<file path="config.mk">
export PLATFORM = sky130hd
export DESIGN_NAME = mem_port_arbiter_flat
export DESIGN_NICKNAME = d
export VERILOG_FILES = /design/src/rtl/mem_port_arbiter_if.sv /design/src/rtl/mem_port_arbiter.sv /design/src/flat_wrapper.sv
export SDC_FILE = /design/constraint.sdc
export NUM_CORES = 1
export LEC_CHECK = 0
export ABC_CLOCK_PERIOD_IN_PS = 1900
export CORE_AREA = 5 5 543 545
export DETAILED_ROUTE_END_ITERATION = 10
export DIE_AREA = 0 0 548 550
export GPL_ROUTABILITY_DRIVEN = 0
export GPL_TIMING_DRIVEN = 0
export SYNTH_ARGS = -nofsm -noshare
export SYNTH_HDL_FRONTEND = slang
export SYNTH_SLANG_ARGS = --single-unit
</file>
<file path="constraint.sdc">
create_clock -name clk -period 1.9 [get_ports clk]
set_input_delay 0.38 -clock clk [delete_from_list [all_inputs] [get_ports clk]]
set_output_delay 0.38 -clock clk [all_outputs]
set_load 0.005 [all_outputs]
</file>
<file path="src/rtl/mem_port_arbiter_if.sv">
// mem_port_arbiter_if: I-cache, D-cache and memory-side signals of the shared memory port.
interface mem_port_arbiter_if #(
    parameter int ADDR_W = 32,
    parameter int LINE_W = 256
);
    logic              i_read;
    logic [ADDR_W-1:0] i_addr;
    logic [LINE_W-1:0] i_rdata;
    logic              i_resp;
    logic              d_read;
    logic              d_write;
    logic [ADDR_W-1:0] d_addr;
    logic [LINE_W-1:0] d_wdata;
    logic [LINE_W-1:0] d_rdata;
    logic              d_resp;
    logic              mem_read;
    logic              mem_write;
    logic [ADDR_W-1:0] mem_addr;
    logic [LINE_W-1:0] mem_wdata;
    logic [LINE_W-1:0] mem_rdata;
    logic              mem_resp;

    modport master (
        output i_read, i_addr, d_read, d_write, d_addr, d_wdata, mem_rdata, mem_resp,
        input  i_rdata, i_resp, d_rdata, d_resp, mem_read, mem_write, mem_addr, mem_wdata
    );

    modport slave (
        input  i_read, i_addr, d_read, d_write, d_addr, d_wdata, mem_rdata, mem_resp,
        output i_rdata, i_resp, d_rdata, d_resp, mem_read, mem_write, mem_addr, mem_wdata
    );
endinterface

</file>
<file path="src/rtl/mem_port_arbiter.sv">
// mem_port_arbiter: round-robin sharing of one memory port between I-cache and D-cache.
module mem_port_arbiter #(
    parameter int ADDR_W = 32,
    parameter int LINE_W = 256
) (
    input logic clk,
    input logic rst,
    mem_port_arbiter_if.slave bus
);
    typedef enum logic [1:0] {IDLE, GRANT_I, GRANT_D} state_t;

    state_t            state, state_n;
    logic              last_d;
    logic              d_req, pick_d;
    logic              d_read_l, d_write_l;
    logic [ADDR_W-1:0] addr_q;
    logic [LINE_W-1:0] wdata_q;

    assign d_req  = bus.d_read | bus.d_write;
    // On a tie the side that did not win last time gets the port.
    assign pick_d = d_req & (~bus.i_read | ~last_d);

    assign bus.mem_addr  = addr_q;
    assign bus.mem_wdata = wdata_q;
    assign bus.i_rdata   = bus.mem_rdata;
    assign bus.d_rdata   = bus.mem_rdata;

    always_comb begin
        state_n       = state;
        bus.mem_read  = 1'b0;
        bus.mem_write = 1'b0;
        bus.i_resp    = 1'b0;
        bus.d_resp    = 1'b0;
        if (state == IDLE)
            state_n = (bus.i_read | d_req) ? (pick_d ? GRANT_D : GRANT_I) : IDLE;
        else if (bus.mem_resp)
            state_n = IDLE;
        bus.mem_read  = (state == GRANT_I) || (state == GRANT_D && d_read_l);
        bus.mem_write = (state == GRANT_D) && d_write_l;
        bus.i_resp    = (state == GRANT_I) && bus.mem_resp;
        bus.d_resp    = (state == GRANT_D) && bus.mem_resp;
    end

    always_ff @(posedge clk) begin
        if (rst) begin
            state     <= IDLE;
            last_d    <= 1'b1;
            addr_q    <= '0;
            wdata_q   <= '0;
            d_read_l  <= 1'b0;
            d_write_l <= 1'b0;
        end else begin
            state <= state_n;
            if (state == IDLE && state_n != IDLE) begin
                last_d    <= pick_d;
                addr_q    <= pick_d ? bus.d_addr : bus.i_addr;
                // Simultaneous d_read and d_write is resolved as a write.
                d_write_l <= pick_d & bus.d_write;
                d_read_l  <= pick_d & bus.d_read & ~bus.d_write;
                if (pick_d & bus.d_write)
                    wdata_q <= bus.d_wdata;
            end
        end
    end
endmodule
</file>
<file path="src/flat_wrapper.sv">
// flat-port wrapper written by rule: the top's interface ports become plain ports
module mem_port_arbiter_flat 
#(
    parameter int ADDR_W = 32,
    parameter int LINE_W = 256
)
  (clk, rst, bus_i_read, bus_i_addr, bus_d_read, bus_d_write, bus_d_addr, bus_d_wdata, bus_mem_rdata, bus_mem_resp, bus_i_rdata, bus_i_resp, bus_d_rdata, bus_d_resp, bus_mem_read, bus_mem_write, bus_mem_addr, bus_mem_wdata);
  mem_port_arbiter_if #(.ADDR_W(ADDR_W), .LINE_W(LINE_W)) bus_i ();
  input logic clk;
  input logic rst;
  input wire logic [$bits(bus_i.i_read)-1:0] bus_i_read;
  input wire logic [$bits(bus_i.i_addr)-1:0] bus_i_addr;
  input wire logic [$bits(bus_i.d_read)-1:0] bus_d_read;
  input wire logic [$bits(bus_i.d_write)-1:0] bus_d_write;
  input wire logic [$bits(bus_i.d_addr)-1:0] bus_d_addr;
  input wire logic [$bits(bus_i.d_wdata)-1:0] bus_d_wdata;
  input wire logic [$bits(bus_i.mem_rdata)-1:0] bus_mem_rdata;
  input wire logic [$bits(bus_i.mem_resp)-1:0] bus_mem_resp;
  output wire logic [$bits(bus_i.i_rdata)-1:0] bus_i_rdata;
  output wire logic [$bits(bus_i.i_resp)-1:0] bus_i_resp;
  output wire logic [$bits(bus_i.d_rdata)-1:0] bus_d_rdata;
  output wire logic [$bits(bus_i.d_resp)-1:0] bus_d_resp;
  output wire logic [$bits(bus_i.mem_read)-1:0] bus_mem_read;
  output wire logic [$bits(bus_i.mem_write)-1:0] bus_mem_write;
  output wire logic [$bits(bus_i.mem_addr)-1:0] bus_mem_addr;
  output wire logic [$bits(bus_i.mem_wdata)-1:0] bus_mem_wdata;
  assign bus_i.i_read = bus_i_read;
  assign bus_i.i_addr = bus_i_addr;
  assign bus_i.d_read = bus_d_read;
  assign bus_i.d_write = bus_d_write;
  assign bus_i.d_addr = bus_d_addr;
  assign bus_i.d_wdata = bus_d_wdata;
  assign bus_i.mem_rdata = bus_mem_rdata;
  assign bus_i.mem_resp = bus_mem_resp;
  assign bus_i_rdata = bus_i.i_rdata;
  assign bus_i_resp = bus_i.i_resp;
  assign bus_d_rdata = bus_i.d_rdata;
  assign bus_d_resp = bus_i.d_resp;
  assign bus_mem_read = bus_i.mem_read;
  assign bus_mem_write = bus_i.mem_write;
  assign bus_mem_addr = bus_i.mem_addr;
  assign bus_mem_wdata = bus_i.mem_wdata;
  mem_port_arbiter #(.ADDR_W(ADDR_W), .LINE_W(LINE_W)) u_core (.clk(clk), .rst(rst), .bus(bus_i));
endmodule
</file>
Yosys cells after proc, flatten, opt, wreduce, memory -nomap -nowiden
Cells that the tools add are included.
{ "word_totals": {"regBits": 293, "in_bits": 582, "output_inout_bits": 804} }
{ "op_classes": {"eq_ne": 2, "n_mux": 5, "bitwise_logic": 10, "n_reduce_logical": 9} }
{ "op_table": {"columns": ["cell", "count"], "rows": [
  ["32-bit two-way mux", 1],
  ["2-bit two-way mux", 4],
  ["1-bit logical AND", 5],
  ["1-bit AND", 4],
  ["1-bit inverter", 3],
  ["1-bit OR", 3],
  ["2-bit by 1-bit equality test with 1-bit output (second input constant)", 1],
  ["2-bit equality test (second input constant)", 1],
  ["2-bit logical NOT", 1],
  ["2-bit AND reduction", 1],
  ["2-bit nonzero test", 1],
  ["1-bit logical OR", 1]
]} }

Depth between registers and ports, before layout
Gate-level depths: netlist (run 1).
{ "depth": {"depth_word": 9, "depth_mapped": 6, "mapped_depth_nobuf": 3} }

Worst setup path before layout (run 1)
No wires, ideal clock.
{ "synth_timing": {"kind": "input-to-reg", "startpoint": "in bus_i_read", "endpoint": "reg u_core.wdata_q[189], in the netlist u_core.bus.mem_wdata[189]", "setup_time_ns": 0.132, "t_arrival_ns": 1.415, "t_required_ns": 1.768, "path_slack_ns": 0.353, "path_stages": 6, "path_buffers": 3, "path_cell_list": "buf_2 -> a211o_1 -> buf_2 -> clkbuf_1 -> o21ai_0 -> a21oi_1"} }
{ "synth_between": {"elab_chain_len": 9, "word_cells_on_any_way": 11, "cone_classes": "3 x mux; 5 x bitwise; 3 x reduce/logical"} }
{ "synth_lines": {"columns": ["element", "line", "rtl"], "rows": [
  ["start: declaration", "flat_wrapper.sv:11", "input wire logic [$bits(bus_i.i_read)-1:0] bus_i_read;"],
  ["1-bit inverter", "mem_port_arbiter.sv:21", "assign pick_d = d_req & (~bus.i_read | ~last_d);"],
  ["1-bit OR", "mem_port_arbiter.sv:21", null],
  ["1-bit AND", "mem_port_arbiter.sv:21", null],
  ["2-bit two-way mux (2 in series)", "mem_port_arbiter.sv:35", "state_n = (bus.i_read | d_req) ? (pick_d ? GRANT_D : GRANT_I) : IDLE;"],
  ["2-bit two-way mux", "mem_port_arbiter.sv:34", "if (state == IDLE)"],
  ["2-bit nonzero test", "mem_port_arbiter.sv:54", "if (state == IDLE && state_n != IDLE) begin"],
  ["1-bit logical AND", "mem_port_arbiter.sv:54", null],
  ["2-bit AND reduction (no line) *", null, null],
  ["end signal: assignment", "mem_port_arbiter.sv:61", "wdata_q <= bus.d_wdata;"],
  ["end: declaration", "mem_port_arbiter.sv:17", "logic [LINE_W-1:0] wdata_q;"]
]} }
Every way passes the cells marked *; elsewhere a longest branch is shown, timed or not.
A chain may end at the register's enable or synchronous reset.

Worst setup path after layout (run 1)
{ "layout_timing": {"startpoint": "reg u_core.state[0]", "endpoint": "reg u_core.wdata_q[182], in the netlist u_core.bus.mem_wdata[182]"} }
{ "layout_between": {"elab_chain_len": 5, "word_cells_on_any_way": 6, "cone_classes": "2 x mux; 4 x reduce/logical"} }
{ "layout_lines": {"columns": ["element", "line", "rtl"], "rows": [
  ["start: declaration", "mem_port_arbiter.sv:12", "state_t state, state_n;"],
  ["start signal: assignment", "mem_port_arbiter.sv:53", "state <= state_n;"],
  ["2-bit two-way mux or 2-bit logical NOT (tied branches)", "mem_port_arbiter.sv:36, mem_port_arbiter.sv:34, mem_port_arbiter.sv:54", null],
  ["2-bit two-way mux", "mem_port_arbiter.sv:34", null],
  ["2-bit nonzero test", "mem_port_arbiter.sv:54", null],
  ["1-bit logical AND *", "mem_port_arbiter.sv:54", null],
  ["2-bit AND reduction (no line) *", null, null]
]} }
Marked as above.

==> metrics.md, run 1 <==
| Metric | Value |
|---|---|
| Max cap viols | 0 |
| Cell variety after synth | 25 |
| Cell area power density | 703 nW/um^2 |
| Grt ovf | 0 |
| Worst Setup Start Kind | register |
| Initial antenna violation count | 99 |
| Layout cells sized above 1 | 0.431 |
| Peak Freq | 507 MHz |
| H-Tree Level Count | 2 |
| Dpl hpwl | 199,000 um |
| Worst Skew | 0.0328 ns |
| Clock power share | 0.331 |
| Num CTS Buffers | between 40 and 50 |
| Internal Pwr Total | 16.7 mW |
| Required time worst endpoint | approximately 2.5 ns |
| Logic pwr share | 0.402 |
| Tcrit/Tclk final | 1.04 |
| RSZ-0062 raised after global routing | true |
| Worst-Skew Late Latency | ~0.66 ns |
| Final WS setup | -0.0725 ns |
| Outcome | finished with violations |
| CTS clk-pin slew, worst paths | 0.06 ns |
| CTS Buffer Depth | 3 |
| Setup TNS | -1.10 ns |
| Peak supply drop | 0.000556 V |
| DR vias/cell | 2.90 |
| Chip height | between 500 and 600 um |
| Final #Nets | between 3,000 and 4,000 |
| Sequential-to-total area share from yosys stat | 0.388 |
| Pwr Total | ~26 mW |
| Min-delay worst type | primary input to register |
| Failing checks | negative setup slack |
| Total GRT Usage | 0.139 |
| Detail Route Antenna Nets | 0 |
| Via count | 20,300 |
| Net Sw Power | 9.54 mW |
| Synthesized Nets | roughly 2,500 |
| Crit path capture type | register |
| Static leakage | 15.0 nW |
| Crit path max fanout | 5 |
| Clock sink count | roughly 300 |
| Clock root buffer | clkbuf_16 |
| Vias in the first global route | 19,300 |
| # setup viols final | 48 |
| Area of the die | 301,000 sq um |
| Drt pass-1 iters | 5 |
| CP Data Arrival Time | 2.53 ns |
| # DRC | 0 |
| Sequential Power Share | 0.268 |
| Syn_area_per_cell | about 8.0 sq um |
| 1st-iter DRT viols | 1,583 |
| Die X | 548 um |
| Switching part of the total | 0.363 |
| Kind of critical path | register to register |
| Fin. max-slew vios | 0 |
| Initial Util | 0.0522 |
| Worst-margin pin slew | 0.932 ns |
| Slew HR | 0.378 |
| Drt wl/cell | 32.1 um |
| IO Port Bufs | 1,127 |
| Area grow syn2layout | 147% |
| Tmin final | 1.97 ns |
| Overall routed net length | around 220,000 um |
| Pin count of the biggest net entering global routing | 17 |
| Rows | 198 |
| Core Region | between 200,000 and 300,000 sq um |
| First-pass GRT wire length | 261,000 um |
| Post-layout util | 0.129 |
| Warnings, synthesis | 0 |
| TritonCTS clock tree | done |
| Synth Register Bits | between 200 and 300 |
| Netlist Area Pre-Place | 15,100 sq um |
| Fin. Hold Viols | 0 |
| Mapped Cells | 1,900 |
| I/O pin cnt | about 1,400 |
-- power by group through the flow --
stage                     combinational (mW)  sequential, mW  clock [mW]
final                                   10.6            7.04        8.69
after global routing                    11.1            7.09        9.17
after CTS                               9.80            6.98        8.97
after detailed placement                7.90            7.09           0
after global placement                  7.86            7.08           0
after floorplan                         2.44            7.05           0
-- worst max-delay path: stages, from the launching register on --
cell and delay (ns):
dfxtp_2 0.31, buf_6 0.13, buf_6 0.12, a211oi_4 0.23, buf_12 0.16, buf_12 0.13, buf_12 0.13, buf_16 0.17
clkbuf_16 0.21, nand3_1 0.11, a21oi_1 0.14
-- per-layer routing --
layer / up-vias / track usage / share of wire
li1: 8614 / - / -
met1: 9702 / 0.136 / 0.32
met2: 1647 / 0.224 / 0.46
met3: 307 / 0.111 / 0.19
met4: 56 / 0.0377 / 0.033
met5: - / 0.00969 / 0.0034
-- kinds of logic (layout without fill, tap and decap cells) --
family	Yosys count	after routing	synth area share
DFF	293	293	0.388
buffers and inverters	679	1959	0.300
and+or+nand+nor	338	338	0.107
AOI/OAI and AO/OA	590	590	0.205
other	0	27	0
-- repair_timing --
action                     in CTS  in global routing
pin swaps                     134                168
hold buffers                    0                  0
setup endpoints to repair     585                494
buffers inserted               28                 22
gates cloned                   32                 10
gates resized for setup       807                905
-- registers in the layout, summed over array words and instances, names as in the netlist --
signal and cells:
u_core.state 2, u_core.bus.mem_addr 32, u_core.d_read_l 1, u_core.bus.mem_wdata 256
u_core.last_d 1, u_core.d_write_l 1
-- cells in the final DEF, fill, tap and decap left out, types with 2 or more instances in the layout --
cell,netlist,routed
clkbuf_2,0,127
dlygate4sd2_1,0,46
buf_12,0,29
dfxtp_2,0,16
nand3_2,0,84
clkbuf_16,0,64
a21oi_2,0,121
nor2_1,4,2
o21ai_2,0,132
inv_6,0,5
clkdlybuf4s15_2,0,11
o21ai_4,0,25
clkdlybuf4s50_1,0,835
buf_8,0,34
nand2_1,67,66
clkdlybuf4s15_1,0,9
dlymetal6s2s_1,0,118
o21ai_1,39,76
clkinvlp_4,0,6
nand3_1,257,99
and2_4,0,2
buf_16,0,16
clkbuf_8,0,10
o21ai_0,222,28
buf_2,46,28
clkinv_2,0,3
nand3_4,0,74
bufinv_16,0,4
buf_4,513,527
nor2_4,0,2
clkbuf_1,117,45
clkdlybuf4s18_2,0,4
dfxtp_1,293,276
a21oi_1,293,172
a311oi_1,32,32
diode_2,0,27
clkbuf_4,0,8
buf_6,0,21
clkinv_4,0,3
-- per-stage QoR --
step / worst slack [ns] / cells / area (sq um) / hold slack [ns]
3_5_place_dp: -1.86 / 6831 / 31300 / 0.467
4_1_cts: -0.223 / 6966 / 35300 / 0.196
3_3_place_gp: -2.71 / 6827 / 31200 / 0.464
6_report: -0.0725 / 7007 / 37400 / 0.285
2_1_floorplan: 0.353 / 1900 / 15100 / 0.449
5_1_grt: -0.129 / 7002 / 37400 / 0.244
-- cell usage after synthesis --
cell / instances / share of area
a211o_1: 1 / 0.00058
a211oi_4: 1 / 0.0013
a21oi_1: 293 / 0.097
a2bb2oi_2: 1 / 0.00099
a311oi_1: 32 / 0.019
and2_1: 2 / 0.00083
buf_1: 1 / 0.00025
buf_2: 46 / 0.015
buf_4: 513 / 0.25
clkbuf_1: 117 / 0.029
dfxtp_1: 293 / 0.39
inv_1: 1 / 0.00025
inv_2: 1 / 0.00025
nand2_1: 67 / 0.017
nand2b_1: 1 / 0.00041
nand3_1: 257 / 0.085
nor2_1: 4 / 0.00099
nor2b_1: 2 / 0.00083
nor3_1: 1 / 0.00033
nor3b_1: 2 / 0.00099
o21ai_0: 222 / 0.073
o21ai_1: 39 / 0.013
o2bb2ai_1: 1 / 0.00058
or2_2: 1 / 0.00041
or3_1: 1 / 0.00041
-- final cells by class --
type	count	area, sq um
buffer	669	5230
multi-input combinational	928	7370
timing repair buffer	1211	12600
inverter	2	10.0
clock inverter	24	312
tap	3800	4750
sequential	293	5890
clock buffer	53	1150
fill	33100	252000
antenna	27	67.6
-- worst paths after layout --
path                                         startpoint                                endpoint  slack, ns  cells after the start
hold / removal                               bus_i_read              u_core.state[0]$_SDFF_PP0_       0.29                      4
setup / recovery             u_core.state[0]$_SDFF_PP0_  u_core.bus.mem_wdata[182]$_SDFFE_PP0P_      -0.07                     10
setup reg to reg             u_core.state[0]$_SDFF_PP0_  u_core.bus.mem_wdata[182]$_SDFFE_PP0P_      -0.07                     10
hold reg to reg   u_core.bus.mem_wdata[13]$_SDFFE_PP0P_   u_core.bus.mem_wdata[13]$_SDFFE_PP0P_       0.45                      2
Note: power is estimated with default switching activity, not from simulation.
==> run 2, diff against run 1 <==
--- a/config.mk
+++ b/config.mk
@@ -6,11 +6,13 @@
 export NUM_CORES = 1
 export LEC_CHECK = 0
 export ABC_CLOCK_PERIOD_IN_PS = 1900
-export CORE_AREA = 5 5 543 545
+export CORE_AREA = 2 2 540 542
 export DETAILED_ROUTE_END_ITERATION = 10
-export DIE_AREA = 0 0 548 550
+export DIE_AREA = 0 0 542 544
 export GPL_ROUTABILITY_DRIVEN = 0
 export GPL_TIMING_DRIVEN = 0
+export MAX_ROUTING_LAYER = met4
+export PLACE_DENSITY_LB_ADDON = 0.2
 export SYNTH_ARGS = -nofsm -noshare
 export SYNTH_HDL_FRONTEND = slang
 export SYNTH_SLANG_ARGS = --single-unit
==> run 2 against run 1 <==
  * The flow still finishes with violations (negative setup slack)
  * Total power decreased by 12%
  * Global-route usage decreased by 3.1 points
  * Clock power increased by 4.3%
  * Sequential share of layout area increased by 2.2 points
  * Die area decreased by 2.2%
  * Design area decreased by 12%
  * Wire length decreased by 28%
  * Clock skew decreased by 0.0039 ns
  * Register-to-register slack got worse by 0.03 ns
  * Count of clock-buffer cells in the layout increased by 10
  * Non-clock buffer count decreased by 69
==> metrics.md, run 2 (synthesis gave the netlist of run 1 again) <==
| Metric | Value |
|---|---|
| Area of the die | 295,000 sq um (was 301,000 sq um) |
| Layout cells sized above 1 | 0.249 (was 0.431) |
| Layout fillers | 33,500 (was 33,100) |
| Max cap viols | 0 (unchanged) |
| Grt met2 use | 0.184 (was 0.224) |
| Worst Skew | 0.0289 ns (was 0.0328 ns) |
| Worst R2R Start | u_core.last_d$_SDFFE_PP1P_ (was u_core.state[0]$_SDFF_PP0_) |
| FF-to-FF End | u_core.bus.mem_wdata[173]$_SDFFE_PP0P_ (was u_core.bus.mem_wdata[182]$_SDFFE_PP0P_) |
| Drt wl/cell | 23.2 um (was 32.1 um) |
| IO Port Bufs | 1,127 (unchanged) |
| Logic pwr share | 0.303 (was 0.402) |
| Pin count of the biggest net entering global routing | 14 (was 17) |
| Peak Freq | 498 MHz (was 507 MHz) |
| Overall routed net length | 162,000 um (was 225,000 um) |
| Worst Setup Start Kind | register (unchanged) |
| Switching part of the total | 0.332 (was 0.363) |
| Rows | 198 (unchanged) |
| Via count | 18,400 (was 20,300) |
| # DRC | 0 (unchanged) |
| Initial antenna violation count | 63 (was 99) |
| Final instance area | 32,900 sq um (was 37,400 sq um) |
| Internal Pwr Total | 15.4 mW (was 16.7 mW) |
| Clock power share | 0.394 (was 0.331) |
| 1st-iter DRT viols | 808 (was 1,583) |
| Peak supply drop | 0.000659 V (was 0.000556 V) |
| Slew HR | 0.354 (was 0.378) |
| Die X | 542 um (was 548 um) |
| Detail Route Antenna Nets | 0 (unchanged) |
| TritonCTS clock tree | done (unchanged) |
| DR vias/cell | 2.64 (was 2.90) |
| Crit path max fanout | 12 (was 5) |
| Chip height | 544 um (was 550 um) |
| Most common cell after layout, fill and taps aside | clkdlybuf4s50_1 (unchanged) |
| Drt pass-1 iters | 4 (was 5) |
| H-Tree Level Count | 2 (unchanged) |
| I/O pin cnt | 1,386 (unchanged) |
| Grt met1 use | 0.113 (was 0.136) |
| CP Data Arrival Time | 2.58 ns (was 2.53 ns) |
| R2r setup slk | -0.11 ns (was -0.07 ns) |
| Kind of critical path | register to register (unchanged) |
| First-pass GRT wire length | 200,000 um (was 261,000 um) |
| Sequential Power Share | 0.304 (was 0.268) |
| R2r worst-path depth | 5 (was 10) |
| Num CTS Buffers | 45 (was 42) |
| Worst setup path end | u_core.bus.mem_wdata[173]$_SDFFE_PP0P_ (was u_core.bus.mem_wdata[182]$_SDFFE_PP0P_) |
| Final WS setup | -0.106 ns (was -0.0725 ns) |
| Crit path capture type | register (unchanged) |
| Clock root buffer | clkbuf_16 (unchanged) |
| Post-DP Area | 31,200 sq um (was 31,300 sq um) |
| Total GRT Usage | 0.107 (was 0.139) |
| Tcrit/Tclk final | 1.06 (was 1.04) |
| Outcome | finished with violations (unchanged) |
| Fin. Hold Viols | 0 (unchanged) |
| Worst-margin pin slew | 0.969 ns (was 0.932 ns) |
| Commonest non-fill, non-tap cells in the layout | 835 x clkdlybuf4s50_1, 526 x buf_4, 293 x a21oi_1, 273 x dfxtp_1, 255 x nand3_1 (was 835 x clkdlybuf4s50_1, 527 x buf_4, 276 x dfxtp_1, 172 x a21oi_1, 132 x o21ai_2) |
| Vias in the first global route | 18,700 (was 19,300) |
| Cell area power density | 700 nW/um^2 (was 703 nW/um^2) |
| Worst slack, placed | -1.61 ns (was -1.86 ns) |
| Core Region | 289,000 sq um (was 290,000 sq um) |
| Net Sw Power | 7.65 mW (was 9.54 mW) |
| RSZ-0062 raised after global routing | true (unchanged) |
| Fin. max-slew vios | 0 (unchanged) |
| GRT Max-Usage Layer | met2 (unchanged) |
| CTS clk-pin slew, worst paths | 0.06 ns (about the same) |
| Required time worst endpoint | 2.47 ns (was 2.46 ns) |
| Tmin final | 2.01 ns (was 1.97 ns) |
| Static leakage | 12.5 nW (was 15.0 nW) |
| Max reg flops | 256 (unchanged) |
| CTS Buffer Depth | 3 (unchanged) |
| Failing checks | negative setup slack (unchanged) |
| Min-delay worst type | primary input to register (unchanged) |
| Final #Nets | 3,663 (was 3,729) |
| Clock sink count | 293 (unchanged) |
| Hold-fix buffers, CTS | 0 (unchanged) |
| Min Hold Slack | 0.201 ns (was 0.285 ns) |
| Area grow syn2layout | 117% (was 147%) |
| CP startpoint | u_core.last_d$_SDFFE_PP1P_ (was u_core.state[0]$_SDFF_PP0_) |
| Worst-Skew Late Latency | 0.67 ns (was 0.66 ns) |
| Met3 Use GR | 0.0425 (was 0.111) |
| Grt ovf | 0 (unchanged) |
| Pwr Total | 23.0 mW (was 26.3 mW) |
| Initial Util | 0.0523 (was 0.0522) |
| # setup viols final | 55 (was 48) |
| Dpl hpwl | 142,000 um (was 199,000 um) |
-- run 2: cell count changes in the layout (fill, tap and decap cells not counted), moves of 82 or more --
cell / delta
o21ai_0: +193
a21oi_1: +121
clkbuf_2: -88
o21ai_2: -131
a21oi_2: -121
dlymetal6s2s_1: -118
nand3_1: +156
dlygate4sd2_1: +181
nand3_2: -82
-- run 2: repair_timing --
item,CTS,global route
setup buffers,4,2
pin swaps,3,3
endpoints found under the setup margin,585,273
resized for setup,559,30
-- run 2: power groups by stage --
| stage | Sequential [mW] | Combinational (mW) | Clock [mW] |
|---|---|---|---|
| after floorplan | 7.05 | 2.44 | 0 |
| after global placement | 7.12 | 7.36 | 0 |
| after detailed placement | 7.13 | 7.31 | 0 |
| after CTS | 7.00 | 7.18 | 9.57 |
| after global routing | 7.05 | 7.55 | 9.71 |
| final | 6.99 | 6.96 | 9.06 |
-- run 2: how the worst min path moves through the flow --
| stage | to | startpoint | cells after the start | slack [ns] |
|---|---|---|---|---|
| floorplan | u_core.d_write_l$_SDFFE_PP0P_ | u_core.d_write_l$_SDFFE_PP0P_ | 2 | 0.45 |
| global placement | u_core.bus.mem_wdata[137]$_SDFFE_PP0P_ | u_core.bus.mem_wdata[137]$_SDFFE_PP0P_ | 2 | 0.46 |
| detailed placement | u_core.bus.mem_wdata[163]$_SDFFE_PP0P_ | u_core.bus.mem_wdata[163]$_SDFFE_PP0P_ | 2 | 0.47 |
| CTS | u_core.state[0]$_SDFF_PP0_ | bus_i_read | 4 | 0.08 |
| global route | u_core.state[0]$_SDFF_PP0_ | bus_i_read | 4 | 0.17 |
| finish | u_core.state[0]$_SDFF_PP0_ | bus_i_read | 4 | 0.20 |
-- run 2: cell type report --
cell class,instances,area [sq um],share of cell area
Antenna cell,44,110,0.00335
Buffer,676,4690,0.143
Clock buffer,63,1310,0.0400
Clock inverter,19,245,0.00746
Inverter,2,12.5,0.000381
Multi-Input combinational cell,928,4780,0.146
Sequential cell,293,5890,0.179
Tap cell,3800,4750,0.145
Timing Repair Buffer,1135,11100,0.336
-- run 2: stage by stage --
step | util | setup TNS, ns | cells
detailed placement | 0.108 | -280.03 | 6829
global placement | 0.108 | -488.44 | 6827
floorplan | - | 0 | 1900
finish | 0.114 | -1.71 | 6960
CTS | 0.113 | -11.67 | 6915
global route | 0.113 | -23.18 | 6948
-- run 2: critical path, cell delays in order (launching register included) --
cell and delay, ns:
dfxtp_1 0.49, a211o_2 0.39, buf_6 0.30, clkbuf_4 0.35
o21ai_0 0.11, a21oi_1 0.16
-- run 2: per-layer routing --
layer	vias to the layer above	share of wire	wire length (um)
li1	8465	-	-
met2	1091	0.49	79600
met1	8684	0.38	61700
met5	-	0	0
met3	145	0.098	15800
met4	0	0.028	4570
==> run 3, diff against run 2 <==
--- a/config.mk
+++ b/config.mk
@@ -7,6 +7,7 @@
 export LEC_CHECK = 0
 export ABC_CLOCK_PERIOD_IN_PS = 1900
 export CORE_AREA = 2 2 540 542
+export CTS_CLUSTER_DIAMETER = 150
 export DETAILED_ROUTE_END_ITERATION = 10
 export DIE_AREA = 0 0 542 544
 export GPL_ROUTABILITY_DRIVEN = 0
==> run 3 against run 2 <==
  * The run still ends with negative setup slack left
  * Clock power about the same
  * Clock skew grew 0.0065 ns
  * Critical path type unchanged
  * Highest routed layer unchanged
  * First-iteration DRC count shrank 0.50%
  * Largest cell class unchanged
  * Wire length barely moved
  * Cell count is essentially flat
==> metrics.md, run 3 (synthesis gave the netlist of run 1 again) <==
| Metric | Value |
|---|---|
| Initial Util | 0.0523 (unchanged) |
| Detail Route Antenna Nets | 0 (unchanged) |
| 1st-iter DRT viols | 804 (was 808) |
| Grt ovf | 0 (unchanged) |
| Chip height | 544 um (unchanged) |
| Most common cell after layout, fill and taps aside | clkdlybuf4s50_1 (unchanged) |
| # setup viols final | 31 (was 55) |
| DR vias/cell | 2.64 (about the same) |
| Worst-Skew Late Latency | 0.68 ns (was 0.67 ns) |
| CTS clk-pin slew, worst paths | 0.06 ns (about the same) |
| IO Port Bufs | 1,127 (unchanged) |
| Peak supply drop | 0.000657 V (was 0.000659 V) |
| Crit path capture type | register (unchanged) |
| Worst-margin pin slew | 0.964 ns (was 0.969 ns) |
| Tcrit/Tclk final | 1.05 (was 1.06) |
| R2r setup slk | -0.1 ns (was -0.11 ns) |
| Overall routed net length | 162,000 um (about the same) |
| Total GRT Usage | 0.108 (was 0.107) |
| Rows | 198 (unchanged) |
| Dpl hpwl | 142,000 um (unchanged) |
| Clock sink count | 293 (unchanged) |
| RSZ-0062 raised after global routing | true (unchanged) |
| Reg area | 5890 sq um (unchanged) |
| Hold-fix buffers, CTS | 0 (unchanged) |
| Area of the multi-input gates | 4780 sq um (unchanged) |
| Final #Nets | 3,663 (unchanged) |
| Clock power share | 0.395 (was 0.394) |
| Max reg flops | 256 (unchanged) |
| Pin count of the biggest net entering global routing | 14 (unchanged) |
| Final WS setup | -0.0960 ns (was -0.106 ns) |
| Crit-path cells | buf_8, buf_4, a211oi_4, buf_12, buf_8, buf_4, nand3_1, a21oi_1 (was a211o_2, buf_6, clkbuf_4, o21ai_0, a21oi_1) |
| R2r worst-path depth | 8 (was 5) |
| Switching part of the total | 0.333 (was 0.332) |
| Area of the die | 295,000 sq um (unchanged) |
| First-pass GRT wire length | 200,000 um (about the same) |
| CP bufs+invs | 5 (was 2) |
| Peak Freq | 501 MHz (was 498 MHz) |
| Crit path max fanout | 10 (was 12) |
| Net Sw Power | 7.68 mW (was 7.65 mW) |
| Initial antenna violation count | 62 (was 63) |
| Drt pass-1 iters | 5 (was 4) |
| Required time worst endpoint | 2.50 ns (was 2.47 ns) |
| # DRC | 0 (unchanged) |
| CP startpoint | u_core.state[0]$_SDFF_PP0_ (was u_core.last_d$_SDFFE_PP1P_) |
| Cell area power density | 701 nW/um^2 (was 700 nW/um^2) |
| CP delay by family, top | buffers and inverters (was compound AO/OA/AOI/OAI gates) |
| I/O pin cnt | 1,386 (unchanged) |
| Layout fillers | 33,400 (was 33,500) |
| Layout cells sized above 1 | 0.249 (about the same) |
| FF-to-FF End | u_core.bus.mem_wdata[21]$_SDFFE_PP0P_ (was u_core.bus.mem_wdata[173]$_SDFFE_PP0P_) |
| Max cap viols | 0 (unchanged) |
| Fin. max-slew vios | 0 (unchanged) |
| Slew HR | 0.357 (was 0.354) |
| Outcome | finished with violations (unchanged) |
| Commonest non-fill, non-tap cells in the layout | 835 x clkdlybuf4s50_1, 526 x buf_4, 293 x a21oi_1, 273 x dfxtp_1, 255 x nand3_1 (unchanged) |
| TritonCTS clock tree | done (unchanged) |
| CTS Buffer Depth | 3 (unchanged) |
| H-Tree Level Count | 2 (unchanged) |
| Sequential Power Share | 0.303 (was 0.304) |
| Slowest cell on the critical path | dfxtp_2 (was dfxtp_1) |
| Static leakage | 12.5 nW (about the same) |
| Failing checks | negative setup slack (unchanged) |
| Drt wl/cell | 23.2 um (about the same) |
| Internal Pwr Total | 15.4 mW (about the same) |
| Worst Skew | 0.0354 ns (was 0.0289 ns) |
| Clock root buffer | clkbuf_16 (unchanged) |
| Worst Setup Start Kind | register (unchanged) |
| Core Region | 289,000 sq um (unchanged) |
| Slowest stage delay, CP | 0.32 ns (was 0.49 ns) |
| Placed cells | 6,829 (unchanged) |
| Kind of critical path | register to register (unchanged) |
| Vias in the first global route | 18,700 (about the same) |
| Worst slack, placed | -1.61 ns (unchanged) |
| Fin. Hold Viols | 0 (unchanged) |
| Logic pwr share | 0.302 (was 0.303) |
| Num CTS Buffers | 45 (unchanged) |
| Area grow syn2layout | 117% (about the same) |
| Min-delay worst type | primary input to register (unchanged) |
| Worst setup path end | u_core.bus.mem_wdata[21]$_SDFFE_PP0P_ (was u_core.bus.mem_wdata[173]$_SDFFE_PP0P_) |
| Die X | 542 um (unchanged) |
| Setup TNS | -1.35 ns (was -1.71 ns) |
| Final non-filler cell total | 6,966 (was 6,960) |
| CP Data Arrival Time | 2.60 ns (was 2.58 ns) |
| Worst R2R Start | u_core.state[0]$_SDFF_PP0_ (was u_core.last_d$_SDFFE_PP1P_) |
| Via count | 18,400 (about the same) |
| Tmin final | 2.00 ns (was 2.01 ns) |
| Crit. path cell count | 8 (was 5) |
run 3: cell types whose count changed in the layout (fill, tap and decap cells not counted):
cell      delta
clkbuf_1     +1
diode_2      +5
run 3: worst min-delay path, stage by stage:
cell	delay, ns
buf_2	0.16
nor3b_1	0.15
o21ai_0	0.06
a21oi_1	0.07
run 3: worst min-delay path by stage:
stage                                                      start                                     end  cells after the start
final                                                 bus_i_read              u_core.state[0]$_SDFF_PP0_                      4
after global routing                                  bus_i_read              u_core.state[0]$_SDFF_PP0_                      4
after CTS                                             bus_i_read              u_core.state[0]$_SDFF_PP0_                      4
after detailed placement  u_core.bus.mem_wdata[163]$_SDFFE_PP0P_  u_core.bus.mem_wdata[163]$_SDFFE_PP0P_                      2
after global placement    u_core.bus.mem_wdata[137]$_SDFFE_PP0P_  u_core.bus.mem_wdata[137]$_SDFFE_PP0P_                      2
after floorplan                    u_core.d_write_l$_SDFFE_PP0P_           u_core.d_write_l$_SDFFE_PP0P_                      2
run 3: metrics by stage:
stage / total power [mW] / hold slack (ns) / utilization / area, sq um
global placement: 14.5 / 0.462 / 0.108 / 31200
floorplan: 9.49 / 0.449 / - / 15100
detailed placement: 14.4 / 0.466 / 0.108 / 31200
CTS: 23.8 / 0.0770 / 0.113 / 32700
finish: 23.0 / 0.193 / 0.114 / 32900
global route: 24.4 / 0.168 / 0.113 / 32800
run 3: final cells by class:
| type | instances | area share |
|---|---|---|
| plain buffers | 676 | 0.143 |
| diodes | 49 | 0.00373 |
| multi-input cells | 928 | 0.145 |
| clock buffers | 64 | 0.0401 |
| well taps | 3800 | 0.145 |
| inverters | 2 | 0.000381 |
| clock inverters | 19 | 0.00746 |
| flip-flops and latches | 293 | 0.179 |
| repair buffers | 1135 | 0.336 |
run 3: what timing repair did:
item / CTS / global route
pin swaps: 3 / 3
buffers inserted: 4 / 2
endpoints found under the setup margin: 585 / 273
resized for setup: 559 / 30
run 3: layer usage:
| layer | wire [um] | up-vias | GRT usage | share of wire |
|---|---|---|---|---|
| met5 | 0 | - | - | 0 |
| met4 | 4560 | 0 | 0.0330 | 0.028 |
| met3 | 15900 | 146 | 0.0424 | 0.098 |
| met2 | 79600 | 1098 | 0.184 | 0.49 |
| met1 | 61700 | 8684 | 0.113 | 0.38 |
| li1 | - | 8470 | - | - |
run 3: power groups by stage:
| stage | Clock [mW] | Sequential [mW] | Combinational, mW |
|---|---|---|---|
| 3_3_place_gp | 0 | 7.12 | 7.36 |
| 2_1_floorplan | 0 | 7.05 | 2.44 |
| 6_report | 9.09 | 6.99 | 6.96 |
| 3_5_place_dp | 0 | 7.13 | 7.31 |
| 4_1_cts | 9.61 | 7.00 | 7.18 |
| 5_1_grt | 9.75 | 7.05 | 7.55 |
==> edit, RTL diff (config.mk and constraints of run 2) <==
`ADDR_W` is set to 32 in 3 places; all go to 28.
--- a/src/rtl/mem_port_arbiter_if.sv
+++ b/src/rtl/mem_port_arbiter_if.sv
@@ -1,6 +1,6 @@
 // mem_port_arbiter_if: I-cache, D-cache and memory-side signals of the shared memory port.
 interface mem_port_arbiter_if #(
-    parameter int ADDR_W = 32,
+    parameter int ADDR_W = 28,
     parameter int LINE_W = 256
 );
     logic              i_read;
--- a/src/rtl/mem_port_arbiter.sv
+++ b/src/rtl/mem_port_arbiter.sv
@@ -1,6 +1,6 @@
 // mem_port_arbiter: round-robin sharing of one memory port between I-cache and D-cache.
 module mem_port_arbiter #(
-    parameter int ADDR_W = 32,
+    parameter int ADDR_W = 28,
     parameter int LINE_W = 256
 ) (
     input logic clk,
--- a/src/flat_wrapper.sv
+++ b/src/flat_wrapper.sv
@@ -1,7 +1,7 @@
 // flat-port wrapper written by rule: the top's interface ports become plain ports
 module mem_port_arbiter_flat 
 #(
-    parameter int ADDR_W = 32,
+    parameter int ADDR_W = 28,
     parameter int LINE_W = 256
 )
   (clk, rst, bus_i_read, bus_i_addr, bus_d_read, bus_d_write, bus_d_addr, bus_d_wdata, bus_mem_rdata, bus_mem_resp, bus_i_rdata, bus_i_resp, bus_d_rdata, bus_d_resp, bus_mem_read, bus_mem_write, bus_mem_addr, bus_mem_wdata);
Interface: changed (resized bus_d_addr, bus_i_addr and bus_mem_addr); port bits go from 1386 to 1374. No check against the original RTL was run, so the function may have changed too.
==> edit against run 2 <==
The run still ends with negative setup slack left; maximum frequency rose by 1.2%; sequential cell count fell by 4; critical path depth did not move; die area did not move; worst setup slack improved by 0.024 ns; design area rose by 0.43%; area after synthesis fell by 1.2%; sequential power fell by 0.9%; critical path type is now reg -> out; routed wire length barely moved; total power rose by 1.5%.
==> edit: results (changes against run 2) <==
[status]
outcome=finished with violations  ; unchanged
violations=negative setup slack  ; unchanged

[layout]
fin_nets=3626  ; was 3,663
largest_reg_flops=256  ; unchanged
drive_above_1_share_pct=25.8  ; was 24.9%

[route]
drtPass1Iterations=5  ; was 4
wl_met1_um=59300  ; was 61,700 um
wl_met2_um=81100  ; was 79,600 um
drt-initial-drc-count=563  ; was 808
top_layer_used=met4  ; unchanged
wl_met3_um=16900  ; was 15,800 um
drt-total-wl_um=162000  ; about the same
num_vias=18100  ; was 18,400
avgRoutedWirePerCell_um=23.3  ; was 23.2 um

[placement]
dp.cells=6794  ; was 6,829
preCtsSetupSlack_ns=-1.60  ; was -1.61 ns
io_buffers=1115  ; was 1,127
hpwl_um=140000  ; was 142,000 um

[synth]
avgSynthCellArea_sq_um=7.96  ; about the same
ys_types=25  ; unchanged
ys_seq_area_share_pct=38.7  ; was 38.8%
yosys-top-cells-count=buf_4, a21oi_1, dfxtp_1  ; unchanged
synth_ff_type=dfxtp_1  ; unchanged
yosysWarningCount=0  ; unchanged
yosys-top-cells-area=dfxtp_1, buf_4, a21oi_1  ; unchanged
synthArstFlopShare_pct=0  ; unchanged
synth_nets=2450  ; was 2,482

[cts]
h-tree-depth=2  ; unchanged
cts_inserted_buffers=45  ; unchanged
worstSkewPairLatency_ns=0.68
clk_pin_slew_ns=0.06  ; about the same
clockBufferDepth=3  ; unchanged
cts_root_buffer=clkbuf_16  ; unchanged

[timing]
skew_ns=0.0537  ; was 0.0289 ns
slew_headroom_pct=48.6  ; was 35.4%
worst_slack_ns=-0.0822  ; was -0.106 ns
setup_violations=2  ; was 55
fin_setup_tns_ns=-0.160  ; was -1.71 ns

[hold_path]
holdCritPathClass=in -> reg  ; unchanged

[critical_path]
crit_fanout=6  ; was 12
rrSetupSlack_ns=0.04  ; was -0.11 ns
arrival_ns=1.60  ; was 2.58 ns

[global_route]
antenna_found_initial=57  ; was 63
grt.total_usage_pct=10.6  ; was 10.7%
grt_max_degree=14  ; unchanged
grt_pass1_wl_um=197000  ; was 200,000 um

[power_and_ir_drop]
power.leakage_nw=12.5  ; about the same
ir_drop_mv=0.596  ; was 0.659 mV

==> edit: power breakdown <==
| part | switching (mW) | leakage [nW] | internal, mW |
|---|---|---|---|
| registers | 0.366 | 2.37 | 6.57 |
| clock network | 3.80 | 0.754 | 5.33 |
| logic | 3.62 | 9.41 | 3.67 |
==> edit: critical path, cell delays in order (launching register included) <==
cell	delay, ns
dfxtp_2	0.32
buf_6	0.11
nor2b_4	0.16
nand2_2	0.08
o21ai_2	0.08
buf_6	0.18
==> edit: kinds of logic after synthesis <==
kind of cell,count (synthesis),synth area share (%)
AOI/OAI and AO/OA,582,20.4
buffers and inverters,675,30.2
DFF,289,38.7
and+or+nand+nor,330,10.6
==> edit: cell type report <==
type / instances / area [sq um]
Multi-Input combinational cell: 912 / 4790
Antenna cell: 51 / 128
Sequential cell: 289 / 5830
Clock inverter: 18 / 249
Fill cell: 33400 / 256000
Clock buffer: 65 / 1300
Inverter: 2 / 7.51
Tap cell: 3800 / 4750
Timing Repair Buffer: 1131 / 11100
Buffer: 671 / 4860
==> edit: through the flow <==
step	hold WS [ns]	power [mW]	cell area [sq um]
after floorplan	0.449	9.33	14900
after global placement	0.461	14.3	30800
after detailed placement	0.467	14.2	30900
after CTS	0.155	23.6	32400
after global routing	0.205	24.7	33000
final	0.249	23.4	33000
==> edit: worst paths after layout <==
kind / end / startpoint / depth (start not counted)
worst max-delay path: bus_mem_read / u_core.state[1] / 5
worst min-delay path: u_core.state[0] / bus_i_read / 4
worst min register to register: u_core.bus.mem_wdata[9] / u_core.bus.mem_wdata[9] / 2
worst max register to register: u_core.bus.mem_wdata[17] / u_core.state[1] / 8
==> edit: repair_timing <==
action,CTS,global route
endpoints found under the hold margin,0,0
gates cloned,0,6
endpoints found under the setup margin,546,192
buffers inserted,4,3
pin swaps,3,6
resized for setup,553,313
==> edit: metal layers <==
layer  vias up  GRT usage, %
met3       154          4.70
met1      8519          10.7
met5         -             -
li1       8421             -
met2      1016          18.5
met4         0          2.82
